### config.mk
export PLATFORM = sky130hd
export DESIGN_NAME = rs_issue_queue_flat
export DESIGN_NICKNAME = d
export VERILOG_FILES = /design/src/rtl/rs_issue_queue_pkg.sv /design/src/rtl/rs_issue_queue_if.sv /design/src/rtl/rs_issue_queue_age_matrix.sv /design/src/rtl/rs_issue_queue.sv /design/src/flat_wrapper.sv
export SDC_FILE = /design/constraint.sdc
export NUM_CORES = 2
export LEC_CHECK = 0
export BUFFER_PORTS_ARGS = -buffer_cell sky130_fd_sc_hd__buf_2
export CORE_UTILIZATION = 47
export CTS_BUF_LIST = sky130_fd_sc_hd__clkbuf_4
export CTS_CLUSTER_DIAMETER = 60
export DETAILED_ROUTE_END_ITERATION = 6
export HOLD_SLACK_MARGIN = 0.08
export MAX_ROUTING_LAYER = met4
export SLEW_MARGIN = 20
export SYNTH_ARGS = -nofsm -noshare
export SYNTH_HDL_FRONTEND = slang
export SYNTH_SLANG_ARGS = --single-unit
### constraint.sdc
create_clock -name clk -period 12.43 [get_ports clk]
set_input_delay 1.243 -clock clk [delete_from_list [all_inputs] [get_ports clk]]
set_output_delay 1.243 -clock clk [all_outputs]
set_load 0.05 [all_outputs]
### src/rtl/rs_issue_queue_pkg.sv
// Shared constants, default widths and CDB slicing helper
// for the ALU reservation station.
`define RS_CDB_SLICE(bus, k, w) bus[(k)*(w) +: (w)]

package rs_defs;

  localparam int DEF_DEPTH   = 8;
  localparam int DEF_NUM_CDB = 2;
  localparam int DEF_TAG_W   = 4;
  localparam int DEF_VAL_W   = 32;
  localparam int DEF_OP_W    = 6;

  // ROB tag 0 marks an operand whose value is already present
  localparam int TAG_NONE = 0;

endpackage

### src/rtl/rs_issue_queue_if.sv
// Decode, CDB and ALU dispatch bundle for rs_issue_queue.
// master drives requests and broadcasts, slave is the station.
interface rs_issue_queue_if
  import rs_defs::*;
#(
  parameter int DEPTH   = DEF_DEPTH,
  parameter int NUM_CDB = DEF_NUM_CDB,
  parameter int TAG_W   = DEF_TAG_W,
  parameter int VAL_W   = DEF_VAL_W,
  parameter int OP_W    = DEF_OP_W
);
  localparam int CNT_W = $clog2(DEPTH) + 1;

  logic                     dec_valid;
  logic [OP_W-1:0]          dec_op;
  logic [TAG_W-1:0]         dec_tag;
  logic [VAL_W-1:0]         dec_v1;
  logic [VAL_W-1:0]         dec_v2;
  logic [TAG_W-1:0]         dec_q1;
  logic [TAG_W-1:0]         dec_q2;
  logic [31:0]              dec_pc;
  logic [VAL_W-1:0]         dec_imm;
  logic                     full;
  logic [CNT_W-1:0]         count;
  logic [NUM_CDB-1:0]       cdb_valid;
  logic [NUM_CDB*TAG_W-1:0] cdb_tag;
  logic [NUM_CDB*VAL_W-1:0] cdb_val;
  logic                     ex_valid;
  logic                     ex_ready;
  logic [OP_W-1:0]          ex_op;
  logic [TAG_W-1:0]         ex_tag;
  logic [VAL_W-1:0]         ex_v1;
  logic [VAL_W-1:0]         ex_v2;
  logic [31:0]              ex_pc;
  logic [VAL_W-1:0]         ex_imm;

  modport master (
    output dec_valid, dec_op, dec_tag,
    output dec_v1, dec_v2, dec_q1, dec_q2,
    output dec_pc, dec_imm,
    output cdb_valid, cdb_tag, cdb_val,
    output ex_ready,
    input  full, count, ex_valid,
    input  ex_op, ex_tag, ex_v1, ex_v2,
    input  ex_pc, ex_imm
  );

  modport slave (
    input  dec_valid, dec_op, dec_tag,
    input  dec_v1, dec_v2, dec_q1, dec_q2,
    input  dec_pc, dec_imm,
    input  cdb_valid, cdb_tag, cdb_val,
    input  ex_ready,
    output full, count, ex_valid,
    output ex_op, ex_tag, ex_v1, ex_v2,
    output ex_pc, ex_imm
  );

endinterface

### src/rtl/rs_issue_queue_age_matrix.sv
// Age matrix: row i holds the entries older than entry i,
// giving a one-hot pick of the oldest ready entry.
module rs_age_matrix
  import rs_defs::*;
#(
  parameter int DEPTH = DEF_DEPTH
) (
  input  logic                     clk,
  input  logic                     rst_in,
  input  logic                     i_alloc_en,
  input  logic [$clog2(DEPTH)-1:0] i_alloc_idx,
  input  logic [DEPTH-1:0]         i_free_mask,
  input  logic [DEPTH-1:0]         i_ready_mask,
  input  logic                     i_clear,
  output logic [DEPTH-1:0]         o_oldest_oh,
  output logic                     o_oldest_vld
);

  logic [DEPTH-1:0][DEPTH-1:0] r_older;
  logic [DEPTH-1:0][DEPTH-1:0] w_nxt;

  // Stale bits of idle rows are harmless: the ready mask
  // hides them and allocation wipes the new column.
  always_comb begin
    w_nxt = r_older;
    if (i_alloc_en) begin
      for (int i = 0; i < DEPTH; i++)
        w_nxt[i][i_alloc_idx] = 1'b0;
      w_nxt[i_alloc_idx] = ~(DEPTH'(1) << i_alloc_idx);
    end
    for (int i = 0; i < DEPTH; i++) begin
      if (i_free_mask[i]) begin
        w_nxt[i] = '0;
        for (int j = 0; j < DEPTH; j++)
          w_nxt[j][i] = 1'b0;
      end
    end
  end

  always_ff @(posedge clk) begin
    if (rst_in || i_clear)
      r_older <= '0;
    else
      r_older <= w_nxt;
  end

  always_comb begin
    for (int i = 0; i < DEPTH; i++)
      o_oldest_oh[i] = i_ready_mask[i] &&
        ((r_older[i] & i_ready_mask) == '0);
    o_oldest_vld = |i_ready_mask;
  end

endmodule

### src/rtl/rs_issue_queue.sv
// Reservation station: renamed-operand storage, CDB wakeup,
// oldest-ready select and a registered ALU dispatch port.
module rs_issue_queue
  import rs_defs::*;
#(
  parameter int DEPTH   = DEF_DEPTH,
  parameter int NUM_CDB = DEF_NUM_CDB,
  parameter int TAG_W   = DEF_TAG_W,
  parameter int VAL_W   = DEF_VAL_W,
  parameter int OP_W    = DEF_OP_W
) (
  input  logic        clk,
  input  logic        rst_in,
  input  logic        rdy_in,
  input  logic        flush,
  rs_issue_queue_if.slave bus
);

  localparam int IDX_W = $clog2(DEPTH);
  localparam int CNT_W = IDX_W + 1;
  localparam logic [TAG_W-1:0] NO_TAG = TAG_W'(TAG_NONE);
  localparam int TV_W = TAG_W + VAL_W;

  logic [DEPTH-1:0] r_busy;
  logic [OP_W-1:0]  r_op  [DEPTH];
  logic [TAG_W-1:0] r_tag [DEPTH];
  logic [TAG_W-1:0] r_q1  [DEPTH];
  logic [TAG_W-1:0] r_q2  [DEPTH];
  logic [VAL_W-1:0] r_v1  [DEPTH];
  logic [VAL_W-1:0] r_v2  [DEPTH];
  logic [VAL_W-1:0] r_imm [DEPTH];
  logic [31:0]      r_pc  [DEPTH];

  logic             r_ex_valid;
  logic [OP_W-1:0]  r_ex_op;
  logic [TAG_W-1:0] r_ex_tag;
  logic [VAL_W-1:0] r_ex_v1;
  logic [VAL_W-1:0] r_ex_v2;
  logic [31:0]      r_ex_pc;
  logic [VAL_W-1:0] r_ex_imm;

  logic [TAG_W-1:0] w_q1n [DEPTH];
  logic [TAG_W-1:0] w_q2n [DEPTH];
  logic [VAL_W-1:0] w_v1n [DEPTH];
  logic [VAL_W-1:0] w_v2n [DEPTH];
  logic [TAG_W-1:0] w_dq1, w_dq2;
  logic [VAL_W-1:0] w_dv1, w_dv2;
  logic [DEPTH-1:0] w_ready;
  logic [DEPTH-1:0] w_sel_oh;
  logic             w_sel_vld;
  logic [IDX_W-1:0] w_sel_idx;
  logic [IDX_W-1:0] w_free_idx;
  logic [CNT_W-1:0] w_count;
  logic             w_full;
  logic             w_issue;
  logic             w_disp;
  logic             w_en;

  // Descending scan so the lowest channel wins a tag tie
  function automatic logic [TV_W-1:0] snoop(
    input logic [TAG_W-1:0]         q,
    input logic [VAL_W-1:0]         v,
    input logic [NUM_CDB-1:0]       cv,
    input logic [NUM_CDB*TAG_W-1:0] ct,
    input logic [NUM_CDB*VAL_W-1:0] cd
  );
    logic [TV_W-1:0] res;
    res = {q, v};
    if (q != NO_TAG)
      for (int k = NUM_CDB - 1; k >= 0; k--)
        if (cv[k] && `RS_CDB_SLICE(ct, k, TAG_W) == q)
          res = {NO_TAG, `RS_CDB_SLICE(cd, k, VAL_W)};
    return res;
  endfunction

  always_comb begin
    for (int i = 0; i < DEPTH; i++) begin
      {w_q1n[i], w_v1n[i]} = snoop(r_q1[i], r_v1[i],
        bus.cdb_valid, bus.cdb_tag, bus.cdb_val);
      {w_q2n[i], w_v2n[i]} = snoop(r_q2[i], r_v2[i],
        bus.cdb_valid, bus.cdb_tag, bus.cdb_val);
    end
    {w_dq1, w_dv1} = snoop(bus.dec_q1, bus.dec_v1,
      bus.cdb_valid, bus.cdb_tag, bus.cdb_val);
    {w_dq2, w_dv2} = snoop(bus.dec_q2, bus.dec_v2,
      bus.cdb_valid, bus.cdb_tag, bus.cdb_val);
  end

  always_comb begin
    w_count    = '0;
    w_free_idx = '0;
    w_sel_idx  = '0;
    for (int i = 0; i < DEPTH; i++) begin
      w_ready[i] = r_busy[i] && r_q1[i] == NO_TAG
                   && r_q2[i] == NO_TAG;
      w_count = w_count + CNT_W'(r_busy[i]);
      if (w_sel_oh[i])
        w_sel_idx = w_sel_idx | IDX_W'(i);
    end
    for (int i = DEPTH - 1; i >= 0; i--)
      if (!r_busy[i])
        w_free_idx = IDX_W'(i);
  end

  assign w_full  = (w_count == CNT_W'(DEPTH));
  assign w_issue = bus.dec_valid && !w_full;
  assign w_disp  = w_sel_vld && (!r_ex_valid || bus.ex_ready);
  assign w_en    = rdy_in && !flush;

  rs_age_matrix #(.DEPTH(DEPTH)) u_age (
    .clk          (clk),
    .rst_in       (rst_in),
    .i_alloc_en   (w_en && w_issue),
    .i_alloc_idx  (w_free_idx),
    .i_free_mask  ((w_en && w_disp) ? w_sel_oh : '0),
    .i_ready_mask (w_ready),
    .i_clear      (rdy_in && flush),
    .o_oldest_oh  (w_sel_oh),
    .o_oldest_vld (w_sel_vld)
  );

  always_ff @(posedge clk) begin
    if (rst_in) begin
      r_busy     <= '0;
      r_ex_valid <= 1'b0;
      r_ex_op    <= '0;
      r_ex_tag   <= '0;
      r_ex_v1    <= '0;
      r_ex_v2    <= '0;
      r_ex_pc    <= '0;
      r_ex_imm   <= '0;
    end else if (rdy_in) begin
      if (flush) begin
        r_busy     <= '0;
        r_ex_valid <= 1'b0;
      end else begin
        for (int i = 0; i < DEPTH; i++) begin
          r_q1[i] <= w_q1n[i];
          r_v1[i] <= w_v1n[i];
          r_q2[i] <= w_q2n[i];
          r_v2[i] <= w_v2n[i];
        end
        if (w_disp) begin
          r_busy[w_sel_idx] <= 1'b0;
          r_ex_valid <= 1'b1;
          r_ex_op    <= r_op[w_sel_idx];
          r_ex_tag   <= r_tag[w_sel_idx];
          r_ex_v1    <= r_v1[w_sel_idx];
          r_ex_v2    <= r_v2[w_sel_idx];
          r_ex_pc    <= r_pc[w_sel_idx];
          r_ex_imm   <= r_imm[w_sel_idx];
        end else if (bus.ex_ready) begin
          r_ex_valid <= 1'b0;
        end
        // Free slot wins over the wakeup write of an idle entry
        if (w_issue) begin
          r_busy[w_free_idx] <= 1'b1;
          r_op[w_free_idx]   <= bus.dec_op;
          r_tag[w_free_idx]  <= bus.dec_tag;
          r_q1[w_free_idx]   <= w_dq1;
          r_v1[w_free_idx]   <= w_dv1;
          r_q2[w_free_idx]   <= w_dq2;
          r_v2[w_free_idx]   <= w_dv2;
          r_pc[w_free_idx]   <= bus.dec_pc;
          r_imm[w_free_idx]  <= bus.dec_imm;
        end
      end
    end
  end

  assign bus.full     = w_full;
  assign bus.count    = w_count;
  assign bus.ex_valid = r_ex_valid;
  assign bus.ex_op    = r_ex_op;
  assign bus.ex_tag   = r_ex_tag;
  assign bus.ex_v1    = r_ex_v1;
  assign bus.ex_v2    = r_ex_v2;
  assign bus.ex_pc    = r_ex_pc;
  assign bus.ex_imm   = r_ex_imm;

endmodule

### src/flat_wrapper.sv
// flat-port wrapper written by rule: the top's interface ports become plain ports
module rs_issue_queue_flat import rs_defs::*;
#(
  parameter int DEPTH   = DEF_DEPTH,
  parameter int NUM_CDB = DEF_NUM_CDB,
  parameter int TAG_W   = DEF_TAG_W,
  parameter int VAL_W   = DEF_VAL_W,
  parameter int OP_W    = DEF_OP_W
)
  (clk, rst_in, rdy_in, flush, bus_dec_valid, bus_dec_op, bus_dec_tag, bus_dec_v1, bus_dec_v2, bus_dec_q1, bus_dec_q2, bus_dec_pc, bus_dec_imm, bus_cdb_valid, bus_cdb_tag, bus_cdb_val, bus_ex_ready, bus_full, bus_count, bus_ex_valid, bus_ex_op, bus_ex_tag, bus_ex_v1, bus_ex_v2, bus_ex_pc, bus_ex_imm);
  rs_issue_queue_if #(.DEPTH(DEPTH), .NUM_CDB(NUM_CDB), .TAG_W(TAG_W), .VAL_W(VAL_W), .OP_W(OP_W)) bus_i ();
  input  logic clk;
  input  logic rst_in;
  input  logic rdy_in;
  input  logic flush;
  input wire logic [$bits(bus_i.dec_valid)-1:0] bus_dec_valid;
  input wire logic [$bits(bus_i.dec_op)-1:0] bus_dec_op;
  input wire logic [$bits(bus_i.dec_tag)-1:0] bus_dec_tag;
  input wire logic [$bits(bus_i.dec_v1)-1:0] bus_dec_v1;
  input wire logic [$bits(bus_i.dec_v2)-1:0] bus_dec_v2;
  input wire logic [$bits(bus_i.dec_q1)-1:0] bus_dec_q1;
  input wire logic [$bits(bus_i.dec_q2)-1:0] bus_dec_q2;
  input wire logic [$bits(bus_i.dec_pc)-1:0] bus_dec_pc;
  input wire logic [$bits(bus_i.dec_imm)-1:0] bus_dec_imm;
  input wire logic [$bits(bus_i.cdb_valid)-1:0] bus_cdb_valid;
  input wire logic [$bits(bus_i.cdb_tag)-1:0] bus_cdb_tag;
  input wire logic [$bits(bus_i.cdb_val)-1:0] bus_cdb_val;
  input wire logic [$bits(bus_i.ex_ready)-1:0] bus_ex_ready;
  output wire logic [$bits(bus_i.full)-1:0] bus_full;
  output wire logic [$bits(bus_i.count)-1:0] bus_count;
  output wire logic [$bits(bus_i.ex_valid)-1:0] bus_ex_valid;
  output wire logic [$bits(bus_i.ex_op)-1:0] bus_ex_op;
  output wire logic [$bits(bus_i.ex_tag)-1:0] bus_ex_tag;
  output wire logic [$bits(bus_i.ex_v1)-1:0] bus_ex_v1;
  output wire logic [$bits(bus_i.ex_v2)-1:0] bus_ex_v2;
  output wire logic [$bits(bus_i.ex_pc)-1:0] bus_ex_pc;
  output wire logic [$bits(bus_i.ex_imm)-1:0] bus_ex_imm;
  assign bus_i.dec_valid = bus_dec_valid;
  assign bus_i.dec_op = bus_dec_op;
  assign bus_i.dec_tag = bus_dec_tag;
  assign bus_i.dec_v1 = bus_dec_v1;
  assign bus_i.dec_v2 = bus_dec_v2;
  assign bus_i.dec_q1 = bus_dec_q1;
  assign bus_i.dec_q2 = bus_dec_q2;
  assign bus_i.dec_pc = bus_dec_pc;
  assign bus_i.dec_imm = bus_dec_imm;
  assign bus_i.cdb_valid = bus_cdb_valid;
  assign bus_i.cdb_tag = bus_cdb_tag;
  assign bus_i.cdb_val = bus_cdb_val;
  assign bus_i.ex_ready = bus_ex_ready;
  assign bus_full = bus_i.full;
  assign bus_count = bus_i.count;
  assign bus_ex_valid = bus_i.ex_valid;
  assign bus_ex_op = bus_i.ex_op;
  assign bus_ex_tag = bus_i.ex_tag;
  assign bus_ex_v1 = bus_i.ex_v1;
  assign bus_ex_v2 = bus_i.ex_v2;
  assign bus_ex_pc = bus_i.ex_pc;
  assign bus_ex_imm = bus_i.ex_imm;
  rs_issue_queue #(.DEPTH(DEPTH), .NUM_CDB(NUM_CDB), .TAG_W(TAG_W), .VAL_W(VAL_W), .OP_W(OP_W)) u_core (.clk(clk), .rst_in(rst_in), .rdy_in(rdy_in), .flush(flush), .bus(bus_i));
endmodule
---- Yosys cells after proc, flatten, opt, wreduce, memory -nomap -nowiden ----
Memories as Yosys holds them, arrays and structs flattened. A register that Yosys moved wholly into a read port is not among the register bits.
Cells that the tools add are included.
word-level totals
  output and inout port bits .............. 144
  bits in writable memories ............... 1168
  flip-flop bits (word level) ............. 73
  memories kept ........................... 8
  input port bits ......................... 226
memory list
  name             depth  width  read ports  clocked after Yosys merged registers in  wr ports  RTL line              source
  u_core.r_imm     8      32     1           1                                        1         rs_issue_queue.sv:31  logic [VAL_W-1:0] r_imm [DEPTH];
  u_core.r_pc      8      32     1           1                                        1         rs_issue_queue.sv:32  logic [31:0] r_pc [DEPTH];
  u_core.r_v1      8      32     1           1                                        9         rs_issue_queue.sv:29  logic [VAL_W-1:0] r_v1 [DEPTH];
  u_core.r_v2      8      32     1           1                                        9         rs_issue_queue.sv:30  logic [VAL_W-1:0] r_v2 [DEPTH];
  u_core.r_op      8      6      1           1                                        1         rs_issue_queue.sv:25  logic [OP_W-1:0] r_op [DEPTH];
  u_core.r_q1      8      4      8           0                                        9         rs_issue_queue.sv:27  logic [TAG_W-1:0] r_q1 [DEPTH];
  2 more memories  -      -      -           -                                        -         -
operators by class
  eq/ne operators ......................... 69
  bitwise logic cells ..................... 22
  shift-type cells ........................ 1
  order comparisons ....................... 4
  reduce and logical (&&, ||, !) cells .... 171
  multiplexer cells ....................... 95
  add/sub/neg operators ................... 7
operators with widths
  operator               count
  $mux W36               54
  $eq A4 B4 Y1           36
  $and A8 B8 Y8          17
  $reduce_or A3 Y1       28
  $reduce_bool A4 Y1     18
  $logic_and A1 B1 Y1    68
  $bwmux W64             1
  $logic_not A4 Y1       16
  $logic_not A8 Y1       8
  $mux W8                8
  $reduce_and A3 Y1      17
  $ne A3 B3 Y1 const B   16
  $mux W3                12
  $add A4 B1 Y4          6
  $demux W8 S3           1
  $not A8 Y8             3
  $ne A1 B1 Y1 const B   16
  $reduce_or A2 Y1       8
  $mux W1                15
  $lt A3 B4 Y1 const B   2
  $or A8 B8 Y8           1
  $reduce_or A8 Y1       1
  $shl A1 B3 Y8 const A  1
  $demux W1 S3           2
  other kinds (9)        14

---- Longest topological paths before layout ----
An unclocked memory read counts as a cell.
  depth after elaboration ................. 27
  mapped depth ............................ 19

---- Modules after synthesis ----
Synthesis repeated with hierarchy kept, for this count alone.
second synthesis, totals
  cell total of the unflattened synthesis .. 5401
  area total of the unflattened synthesis .. 65552.9 µm²
modules (own cells, without submodules)
  module          area an instance (µm²)  instances  cells each  sequential area each (µm²)
  rs_issue_queue  62809.0                 1          5098        38016.5
  rs_age_matrix   2743.9                  1          303         1281.2

---- Worst setup path before layout ----
Ideal clock, no wire load.
  kind .................................... register -> register
  start point ............................. reg u_core.r_busy[2]
  end point ............................... mem u_core.r_imm[7][0] in the netlist's numbering (enable)
  arrival ................................. 6.109 ns
  cell stages (with the launch flop) ...... 16
  setup time .............................. 0.467 ns
  clock period less this slack ............ 6.576 ns
  setup slack ............................. 5.854 ns
  required time ........................... 11.963 ns
  cell sequence ........................... dfxtp_1 clkbuf_1 inv_1 fa_1 fa_1 inv_1 fa_1 nand2b_1 o41ai_1 nor2_1 nand3_1 nor2_1 nand2_1 inv_1 clkbuf_1 clkbuf_1
on the way
  word-level cells in the longest chain between the ends .. 14
  elaborated cells between the ends (all ways) .. 17
  classes of those cells .................. add/sub (6); eq/ne (1); mux (8); reduce/logical (2)
ends and longest elaborated chain
  item                              RTL line               source
  start: declaration                rs_issue_queue.sv:24   logic [DEPTH-1:0] r_busy;
  start signal: assignment          rs_issue_queue.sv:124  r_busy <= '0;
  start signal: assignment          rs_issue_queue.sv:134  r_busy <= '0;
  start signal: indexed assignment  rs_issue_queue.sv:144  r_busy[w_sel_idx] <= 1'b0;
  $add A4 B1 Y4 (6 in a row)        rs_issue_queue.sv:96   w_count = w_count + CNT_W'(r_busy[i]);
  named net bus_count[0]            flat_wrapper.sv:30     output wire logic [$bits(bus_i.count)-1:0] bus_count;
  $eq A4 B4 Y1                      rs_issue_queue.sv:105  assign w_full = (w_count == CNT_W'(DEPTH));
  $logic_not A1 Y1                  rs_issue_queue.sv:106  assign w_issue = bus.dec_valid && !w_full;
  $logic_and A1 B1 Y1               rs_issue_queue.sv:106
  $mux W1                           rs_issue_queue.sv:156  if (w_issue) begin
  $mux W1                           rs_issue_queue.sv:133  if (flush) begin
  $mux W1                           rs_issue_queue.sv:132  end else if (rdy_in) begin
  $mux W1                           rs_issue_queue.sv:123  if (rst_in) begin
  $mux W1 (not written as such)     rs_issue_queue.sv:165  r_imm[w_free_idx] <= bus.dec_imm;
  end: declaration                  rs_issue_queue.sv:31
The timed path passes the listed nets, and every way through them passes these cells.

==> impl_metrics.ini <==
[global_route]
grt_max_degree = 137
antenna_found_initial = 49
grt_usage_pct = 31.73
grt_pass1_wl_um = 322600
grt_pass1_vias = 47590
overflow = 0

[sta]
tightestPinTransition_ns = 1.227
finalHoldViolCount = 0
final.min_clock_period_ns = 6.940
fin_setup_tns_ns = 0
report.final.slew_viol_count = 0
maxSlewHeadroom_pct = 18.17
clock_skew_ns = 0.08612
fmax_mhz = 144.1
layout_worst_path_cycle_share_pct = 55.83
rsz0062_at_grt = no
finalSetupViolations = 0

[place]
dp_cells = 7331
dp_hpwl_um = 125100
io_buffers = 369
gp_congestion = 0.9302

[synthesis]
ys_warn_count = 0
yosys.area_share.simple_pct = 7.080
yosys.area_share.adder_pct = 0.1762
syn_nets = 5768
synth_edf_count = 1168
syn-instance-count = 5535
synthMuxAreaShare_pct = 16.44
ys_seq_elements = 1379
synth_flop_cell = edfxtp_1
ys_types = 76
synth_compound_area_share_pct = 11.88
synthXorXnorAreaFrac_pct = 1.903
async_reset_ff_share_pct = 0
synthesis.area_um2 = 66730
synth_top_family_by_area = multiplexers
syn_avg_cell_area_um2 = 12.06
ys_seq_area_share_pct = 58.89

[pwr]
p_per_area_nw_per_um2 = 129.5
vdd_drop_max_mv = 0.06527
p_leak_nw = 26.88

[clock_tree]
cts_setup_buffers = 0
hold_buffers = 16
cts_buffers = 382
cts_tree = done
cts_sinks = 1379
path_clk_slew_ns = 0.07
cts_buffer_depth = 4
clk_latency_ns = 1.31
h-tree-depth = 5
ctsRootBufferMaster = clkbuf_4
post_cts_resized = 0

[critical_path]
critPathKind = flop to flop
endpoint = u_core.r_v1[1][1]
r2r-start = u_core.r_busy[0]
startpoint = u_core.r_busy[0]
critPathArrivalTime_ns = 7.87
required_ns = 13.36
critical_path_peak_fanout = 77
r2r_slack_ns = 5.49
start_kind = flop
worstReg2RegEnd = u_core.r_v1[1][1]
reg2regPathDepth = 15
end_kind = flop

[finish]
final_cells = 8056
nets = 6088
drive_above_1_share_pct = 23.43
multi_input_area_um2 = 25500
regArea_um2 = 39300
syn2layout_area_growth_pct = 12.35
nFillCells = 12220

[floorplan]
die-area_um2 = 143500
die_h_um = 378.8
ios = 370
rows = 137
die_w_um = 378.8
coreArea_um2 = 140200
initial_core_util_pct = 47.59

[detailed_routing]
drt-total-wl_um = 224800
wl_per_cell_um = 27.91
vias_per_cell = 6.115
postRouteAntennaNets = 0
vias = 49260
drtPass1Iterations = 7
drtIter0Drc = 5162
drc = 2

[status]
status = complete, but fails checks
violations = DRC

[worst_hold_path]
hp-class = primary input to flop

[flow_run]
drv_cap = 0
==> routing by layer <==
layer / global-route usage, % / share of wire (%) / wire length, um / vias up
li1: - / - / - / 21730
met1: 40.54 / 40 / 90830 / 24410
met2: 49.04 / 47 / 104900 / 2624
met3: 6.588 / 9.2 / 20790 / 500
met4: 13.39 / 3.7 / 8338 / 0
met5: - / 0 / 0 / -
==> area by class of cell <==
cell class                 count  area share (%)
clock inverter                72          0.4473
timing repair buffer         477           3.653
multi-input combinational   3593           34.01
tap                         1876           3.131
antenna                       30          0.1001
sequential                  1379           52.42
inverter                      22          0.1669
clock buffer                 607           6.078
==> sequential cells by signal, indices dropped and copies added (netlist names), named ones only <==
register / count
u_core.bus.ex_imm: 32
u_core.bus.ex_op: 6
u_core.bus.ex_pc: 32
u_core.bus.ex_tag: 4
u_core.bus.ex_v1: 32
u_core.bus.ex_v2: 32
u_core.bus.ex_valid: 1
u_core.r_busy: 8
u_core.r_imm: 256
u_core.r_op: 48
u_core.r_pc: 256
u_core.r_q1: 32
u_core.r_q2: 32
u_core.r_tag: 32
u_core.r_v1: 256
u_core.r_v2: 256
u_core.u_age.r_older: 56
==> per-stage QoR <==
step | worst slack (ns) | area [um2] | utilization (%) | hold WS, ns | total power, mW
floorplan | 5.854 | 66730 | - | 0.4295 | 5.438
global placement | 5.656 | 69830 | 49.80 | 0.4418 | 5.627
detailed placement | 5.526 | 69850 | 49.81 | 0.4465 | 5.638
CTS | 5.458 | 74900 | 53.42 | 0.08002 | 9.786
global route | 5.142 | 74970 | 53.46 | 0.1254 | 10.08
finish | 5.490 | 74970 | 53.47 | 0.2370 | 9.708
==> where the power goes <==
group	total, mW	internal, mW	switching [mW]	leakage, nW
combinational	0.520	0.160	0.360	11.6
clock	4.15	2.24	1.91	2.95
sequential	5.03	5.03	0.00584	12.3
total	9.71	7.43	2.28	26.9
==> cell usage after synthesis, types with 20 or more instances <==
master	number	area share, %
a21oi_1	456	3.4
a222oi_1	71	1.1
a2bb2oi_1	62	0.81
a31oi_1	39	0.37
and3_1	20	0.19
buf_1	79	0.44
buf_2	50	0.37
buf_4	43	0.48
clkbuf_1	358	2.0
dfxtp_1	211	6.3
edfxtp_1	1168	53
mux2_1	41	0.69
mux2_2	233	3.9
mux2_4	30	0.67
mux2i_1	743	11
nand2_1	397	2.2
nand4_1	24	0.22
nor2_1	493	2.8
nor3_1	47	0.35
nor4_1	43	0.40
o21ai_0	399	3.0
o22ai_1	113	1.1
o31a_1	48	0.63
o31ai_1	32	0.36
xnor2_1	37	0.49
xor2_1	108	1.4
==> worst min path at each step <==
stage,depth (start not counted),slack [ns],start,to
6_report,1,0.24,bus_dec_tag[2],u_core.r_tag[2][2]
5_1_grt,1,0.13,bus_dec_imm[5],u_core.r_imm[7][5]
4_1_cts,1,0.08,bus_dec_tag[1],u_core.r_tag[4][1]
3_5_place_dp,2,0.45,u_core.u_age.r_older[11],u_core.u_age.r_older[11]
3_3_place_gp,2,0.44,u_core.u_age.r_older[17],u_core.u_age.r_older[17]
2_1_floorplan,2,0.43,u_core.u_age.r_older[10],u_core.u_age.r_older[10]
==> layout by cell type (no fill, tap or decap), types with 26 or more instances in the layout <==
master and count:
edfxtp_1 1168, mux2i_1 743, clkbuf_4 607, nor2_1 491
a21oi_1 456, o21ai_0 398, nand2_1 388, buf_2 369
mux2_2 233, dfxtp_1 211, o22ai_1 113, xor2_1 108
buf_4 88, a222oi_1 71, a2bb2oi_1 62, clkinv_1 59
o31a_1 48, nor3_1 47, mux2_1 41, a31oi_1 39
xnor2_1 37, diode_2 30, mux2_4 30, nor4_2 29
nor4_1 26
==> cells by family (layout without fill, tap and decap cells) <==
family	count (synthesis)	after routing
compound gates	1306	1306
buf+inv	563	1178
fa+ha+maj	7	7
xor+xnor	145	145
flops	1379	1379
other cells	0	30
simple gates	1088	1088
mux	1047	1047
==> worst max-delay path, cell delays in order, from the launching register on <==
cell and delay, ns:
dfxtp_1 0.59, ha_1 0.32, inv_1 0.07, fa_1 0.43, fa_1 0.50, inv_1 0.05
fa_1 0.38, inv_1 0.10, fa_1 0.41, nand2b_1 0.13, o41ai_1 0.17, nor3_1 0.91
nand2_4 0.60, inv_6 0.71, buf_4 0.91, o21ai_0 0.25
Note: power is estimated with default switching activity, not from simulation.
